### config.mk
export PLATFORM = sky130hd
export DESIGN_NAME = counter_updown_mod
export DESIGN_NICKNAME = d
export VERILOG_FILES = /design/src/rtl/counter_pkg.sv /design/src/rtl/counter_prescaler.sv /design/src/rtl/counter_updown_mod.sv
export SDC_FILE = /design/constraint.sdc
export NUM_CORES = 1
export LEC_CHECK = 0
export ABC_AREA = 1
export CAP_MARGIN = 20
export CORE_MARGIN = 4
export CORE_UTILIZATION = 47
export DETAILED_ROUTE_END_ITERATION = 8
export PLACE_DENSITY = 0.85
export SYNTH_ARGS = -nofsm -noshare
export SYNTH_HDL_FRONTEND = slang
export SYNTH_HIERARCHICAL = 1
export SYNTH_SLANG_ARGS = --single-unit
### constraint.sdc
create_clock -name clk -period 2.6 [get_ports clk]
set_input_delay 0.39 -clock clk [delete_from_list [all_inputs] [get_ports clk]]
set_output_delay 0.39 -clock clk [all_outputs]
set_load 0.02 [all_outputs]
### src/rtl/counter_pkg.sv
// Shared constants and parameter validation for the up/down modulo counter family.
package counter_pkg;

  localparam logic DIR_UP    = 1'b1;
  localparam logic DIR_DOWN  = 1'b0;
  localparam logic MODE_WRAP = 1'b0;
  localparam logic MODE_SAT  = 1'b1;

  localparam int unsigned WIDTH_MIN    = 2;
  localparam int unsigned WIDTH_MAX    = 32;
  localparam int unsigned PRESCALE_MAX = 65535;

  // True when width, modulus and prescale form a legal configuration.
  function automatic bit params_ok(input int unsigned width,
                                   input int unsigned max_val,
                                   input int unsigned prescale);
    logic [32:0] limit;
    limit = (33'd1 << width) - 33'd1;
    return (width >= WIDTH_MIN) && (width <= WIDTH_MAX) &&
           (max_val >= 1) && (33'(max_val) <= limit) &&
           (prescale >= 1) && (prescale <= PRESCALE_MAX);
  endfunction

endpackage

### src/rtl/counter_prescaler.sv
// Enable prescaler: emits a tick on every PRESCALE-th enabled edge.
module counter_prescaler #(
  parameter int unsigned PRESCALE = 1
) (
  input  logic clk,
  input  logic resetn,
  input  logic count_en,
  input  logic i_clr,
  output logic o_tick
);

  localparam int unsigned  PW   = (PRESCALE > 1) ? $clog2(PRESCALE) : 1;
  localparam logic [PW-1:0] LAST = PW'(PRESCALE - 1);

  logic [PW-1:0] pre_q;
  logic [PW-1:0] pre_d;

  // With PRESCALE=1 pre_q never leaves 0, so o_tick reduces to count_en.
  assign o_tick = count_en && (pre_q == LAST);

  always_comb begin
    pre_d = pre_q;
    if (i_clr) begin
      pre_d = '0;
    end else if (o_tick) begin
      pre_d = '0;
    end else if (count_en) begin
      pre_d = pre_q + PW'(1);
    end
  end

  always_ff @(posedge clk) begin
    if (!resetn) begin
      pre_q <= '0;
    end else begin
      pre_q <= pre_d;
    end
  end

endmodule

### src/rtl/counter_updown_mod.sv
// Parametrised up/down modulo counter with load, wrap/saturate mode,
// enable prescaler, terminal-count pulse and sticky overflow flag.
module counter_updown_mod
  import counter_pkg::*;
#(
  parameter int unsigned WIDTH    = 8,
  parameter int unsigned MAX_VAL  = (WIDTH >= 32) ? 32'hFFFF_FFFF
                                                  : ((32'd1 << WIDTH) - 32'd1),
  parameter int unsigned PRESCALE = 1
) (
  input  logic             clk,
  input  logic             resetn,
  input  logic             count_en,
  input  logic             i_dir,
  input  logic             i_sat,
  input  logic             i_load,
  input  logic [WIDTH-1:0] i_load_val,
  input  logic             i_ovf_clr,
  output logic [WIDTH-1:0] o_count,
  output logic             o_tc,
  output logic             o_ovf
);

  localparam logic [WIDTH-1:0] MAX_C = WIDTH'(MAX_VAL);

  if (!params_ok(WIDTH, MAX_VAL, PRESCALE)) begin : g_bad_params
    $error("counter_updown_mod: illegal WIDTH/MAX_VAL/PRESCALE combination");
  end

  logic             tick;
  logic [WIDTH-1:0] count_q;
  logic [WIDTH-1:0] count_d;
  logic             tc_q;
  logic             tc_d;
  logic             ovf_q;
  logic             ovf_d;

  // Load restarts the prescaler so the next step needs a full PRESCALE window.
  counter_prescaler #(
    .PRESCALE (PRESCALE)
  ) u_prescaler (
    .clk      (clk),
    .resetn   (resetn),
    .count_en (count_en),
    .i_clr    (i_load),
    .o_tick   (tick)
  );

  // Bounds are tested before the +/-1 so the count never needs a carry bit.
  always_comb begin
    count_d = count_q;
    tc_d    = 1'b0;
    if (i_load) begin
      count_d = (i_load_val >= MAX_C) ? MAX_C : i_load_val;
    end else if (tick) begin
      if (i_dir == DIR_UP) begin
        if (count_q < MAX_C) begin
          count_d = count_q + WIDTH'(1);
        end else begin
          tc_d    = 1'b1;
          count_d = (i_sat == MODE_SAT) ? MAX_C : '0;
        end
      end else begin
        if (count_q != '0) begin
          count_d = count_q - WIDTH'(1);
        end else begin
          tc_d    = 1'b1;
          count_d = (i_sat == MODE_SAT) ? '0 : MAX_C;
        end
      end
    end
  end

  // A set on the same edge beats a clear.
  always_comb begin
    ovf_d = ovf_q;
    if (tc_d) begin
      ovf_d = 1'b1;
    end else if (i_ovf_clr) begin
      ovf_d = 1'b0;
    end
  end

  always_ff @(posedge clk) begin
    if (!resetn) begin
      count_q <= '0;
      tc_q    <= 1'b0;
      ovf_q   <= 1'b0;
    end else begin
      count_q <= count_d;
      tc_q    <= tc_d;
      ovf_q   <= ovf_d;
    end
  end

  assign o_count = count_q;
  assign o_tc    = tc_q;
  assign o_ovf   = ovf_q;

endmodule

# [Word level (Yosys, flattened, before mapping)]
# Index checks and enable logic that the tools add are counted.
[classes] n_addsub=3 order_cmp=2 n_mux=15 bitwise=2 reduce_logical=5
[ops] op="2-to-1 mux 8 bit" n=8
[ops] op="adder 8 x 1 -> 8 bit (second input constant)" n=1
[ops] op=">= comparator 8 bit (second input constant)" n=1
[ops] op="< comparator 8 bit (second input constant)" n=1
[ops] op="nonzero test 8 bit" n=1
[ops] op="subtractor 8 x 1 -> 8 bit (second input constant)" n=1
[ops] op="2-to-1 mux 1 bit" n=7
[ops] op="nonzero test 2 bit" n=2
[ops] op="OR reduction 3 bit" n=1
[ops] op="NOT 1 bit" n=2
[ops] op="adder 1 bit (second input constant)" n=1
[ops] op="logical AND 1 bit" n=1
[word_totals] register_bits=11 input_bits=15 out_inout_bits=10

# [Longest topological paths before layout]
[logic_depth] ltp_word=6 depth_mapped=11 depth_no_buf=11

# [Modules after synthesis]
# Netlist, hierarchy kept.
[modules_own_cells] module="counter_updown_mod" n_inst=1 cells_each=173 area_per_inst_um2=1057.3
[modules_own_cells] module="counter_prescaler" n_inst=1 cells_each=7 area_per_inst_um2=42.5

# [Worst setup path before layout]
# Ideal clock, no wire load.
[synth_timing] path_type="flip-flop to flip-flop" startpoint="reg count_q[1], in the netlist o_count[1]" endpoint="reg count_q[6], in the netlist o_count[6]" t_arrival_ns=1.410 setup_slack_ns=1.120 stages_incl_launch_ff=9 n_path_buf=0 path_cell_list="dfxtp_1 > ha_1 > nand2_4 > nor2_8 > nand3_1 > xor2_1 > nand2_1 > nand3_1 > a21oi_1"
[synth_via] elab_chain_len=5 elab_cells_between_ends=9 classes_between="add/sub: 2; order compare: 1; mux: 5; reduce/logical: 1"
[synth_rtl] element="start, declared" line_no="counter_updown_mod.sv:31" rtl="logic [WIDTH-1:0] count_q;"
[synth_rtl] element="start signal, assigned" line_no="counter_updown_mod.sv:90" rtl="count_q <= count_d;"
[synth_rtl] element="subtractor 8 x 1 -> 8 bit, or another cell as far along" line_no="counter_updown_mod.sv:65" rtl="count_d = count_q - WIDTH'(1);"
[synth_rtl] element="2-to-1 mux 8 bit (on tied branches)" line_no="counter_updown_mod.sv:64, counter_updown_mod.sv:57"
[synth_rtl] element="2-to-1 mux 8 bit (*)" line_no="counter_updown_mod.sv:56" rtl="if (i_dir == DIR_UP) begin"
[synth_rtl] element="2-to-1 mux 8 bit (*)" line_no="counter_updown_mod.sv:55" rtl="end else if (tick) begin"
[synth_rtl] element="2-to-1 mux 8 bit (*)" line_no="counter_updown_mod.sv:53" rtl="if (i_load) begin"
# Every way passes the cells marked *; elsewhere a longest branch is shown, timed or not. The select of a mux whose other input is x is not followed.
# A chain may end at the register's enable or synchronous reset.

# [Final worst setup path]
[layout_timing] startpoint="reg count_q[4], in the netlist o_count[4]" endpoint="out o_count[4]"
[layout_lines] element="end, declared" line_no="counter_updown_mod.sv:19" rtl="output logic [WIDTH-1:0] o_count,"
# No word-level cell between the ends.

==> run metrics <==
Synth top area share=20.02%; clock slew at reported path FFs=70 ps; Rel. slew slack=55.98%; Tot Pwr=556.0 uW; final WL=2884 um; r2r setup slk=980 ps; post_cts resized=0; Num Clock Sinks=11; Worst VDD drop=0.4475 mV; Final Non-Filler Cells=230; CP Cell Sequence=clkdlybuf4s50_1; cell count after placement=226; first-pass GRT wire length=4602 um; Post-CTS Setup Inserts=0; Gate power share=43.0%; htree depth=1; drt first pass iters=4; final cycle utilization of the critical path=75.16%; critical path's slowest cell=clkdlybuf4s50_1; ANT cells=0; pin count of the biggest net entering global routing=13; CP delay by family, top=buffers and inverters; Final Skew=4.309 ps; Worst Path Class, Setup=reg -> out; Psw=217.8 uW; Design Area, Final=1348 um^2; row count=17; post-synth design cell area=1100 um^2; HP Start=u_prescaler/pre_q; vias in the first global route=1042; Via density=5.170; detailed-route via count=1189; P&R area growth vs syn=22.53%; GRT Residual Overflow=0; Max Cap Violations=0; Syn Nets=198; Worst Path Buf+Inv=1; CTS Hold Bufs=0; Worst Path Max Fanout=9; Clock Power Share=21.0%; Syn Area/Cell=6.110 um^2; I/O pin total=25; initial core utilization=49.72%; All-Layer GR Usage=17.91%; Die ar.=3178 um^2; Sw Ratio=39.17%; Critical R2R Capture=o_count[2]; WHS Path Cells=2; Unique masters post-synth=27; Seq/Total Area, Yosys=20.02%; Yosys top cell by area=dfxtp_1; input/output buffers=24; fin nets=221; top cells by area, synth=dfxtp_1 20%, nand2_1 19%, nand3_1 9.1%; f_max=0.5117 GHz; Hold Path Sink=u_prescaler/pre_q; Leak=0.0006652 uW; R2R Path Start=o_count[1]; final setup fails=0; fin crit period=1954 ps; Clock Tree Buf Depth=2; CTS tree=yes; Skew-Pair Late Insertion Delay=270 ps; Core Footprint=2212 um^2; Critical Path AT=1560 ps; cell count after synthesis=180; Pint=338.2 uW; RePlAce Congestion=0.8819; DRC=0; Routed WL per cell=12.54 um; Die H=56.38 um; flops & latches, synth=11; R2R depth=9; crit-path max cell delay=700 ps; CTS root buf=clkbuf_4; Startpoint Class=register; status=finished clean; Synth Warn #=6; Seq pwr share=35.9%; fin. max-slew vios=0; DP HPWL=2274 um; Setup TNS Final=0 ps; PD cells=412.6 nW/um^2; initial DRC count=52; worst hold slack=450.9 ps; CP Capture Type=output port; total CTS buffers=3; Hold WC Path Type=reg -> reg; Area after DPL=1321 um^2; share of cells above drive strength 1=12.87%; slew at the pin with the worst max-slew slack=657.8 ps; antenna viol nets, final=0; number of antenna violations at the first check in global routing=0; Critical Path RT=2210 ps; DIE WIDTH=56.38 um; Hold Vio Cnt, Final=0; RSZ-0062 raised after global routing=no
[synthesized netlist by cell type (all sizes together)]
master	n
a21oi	12
a22oi	5
buf	6
clkbuf	1
dfxtp	11
ha	3
inv	24
nand2	61
nand3	22
nand3b	1
nand4	2
nor2	21
nor3	1
o211ai	1
o21ai	5
xor2	4
[routing by layer]
layer	wire length (um)	global-route usage, %	vias up
met3	166	4.828	0
met2	1427	30.72	43
met1	1290	23.14	530
li1	-	-	616
met4	0	1.695	0
met5	0	0	-
[per-stage QoR]
stage	utilization (%)	worst slack, ps
6_report	60.92	645.8
5_1_grt	60.92	576.3
4_1_cts	60.92	642.2
3_5_place_dp	59.73	547.6
3_3_place_gp	59.73	661.4
2_1_floorplan	-	1120
[how the worst max path moves through the flow]
stage | start | end | depth (start not counted)
floorplan | o_count[1] | o_count[6] | 8
global placement | i_load | o_count[2] | 4
detailed placement | i_load | o_count[2] | 4
CTS | o_count[4] | o_count[4] | 1
global route | o_count[4] | o_count[4] | 1
finish | o_count[4] | o_count[4] | 1
[cell usage in the layout, fill, tap and decap left out, types with 2 or more instances in the layout]
cell,n
nand2_2,4
nand3_2,2
a21oi_1,11
xor2_1,4
nand2_1,56
inv_1,18
o21ai_0,5
nor2_4,2
inv_2,5
clkbuf_4,3
nor2_1,14
nand3_1,20
a22oi_1,5
dfxtp_1,11
clkdlybuf4s50_1,24
nand4_1,2
nor2_2,4
ha_1,3
[sequential cells by signal, indices dropped and copies added, names as in the netlist]
signal / flops
u_prescaler/pre_q: 1
o_tc: 1
o_ovf: 1
o_count: 8
[final cells by class]
| type | instances | area, um^2 |
|---|---|---|
| Fill cell | 209 | 864.6 |
| Multi-Input combinational cell | 138 | 723.2 |
| Timing Repair Buffer | 25 | 247.7 |
| Sequential cell | 11 | 220.2 |
| Inverter | 24 | 95.09 |
| Tap cell | 28 | 35.03 |
| Clock buffer | 4 | 26.28 |
[cell families after synthesis]
family | after synthesis | share of synthesized area [%]
and+or+nand+nor | 108 | 46.98
buffers and inverters | 31 | 14.22
AOI/OAI and AO/OA | 23 | 12.17
DFF | 11 | 20.02
xor gates and xnor gates | 4 | 3.185
adders and majority gates | 3 | 3.413
[power by group through the flow]
stage | registers (uW) | logic, uW | clock network, uW
global route | 203 | 263 | 132
floorplan | 206 | 167 | 0
detailed placement | 204 | 236 | 0
CTS | 200 | 237 | 120
global placement | 203 | 230 | 0
finish | 200 | 239 | 117
(Power assumes the default switching activity.)
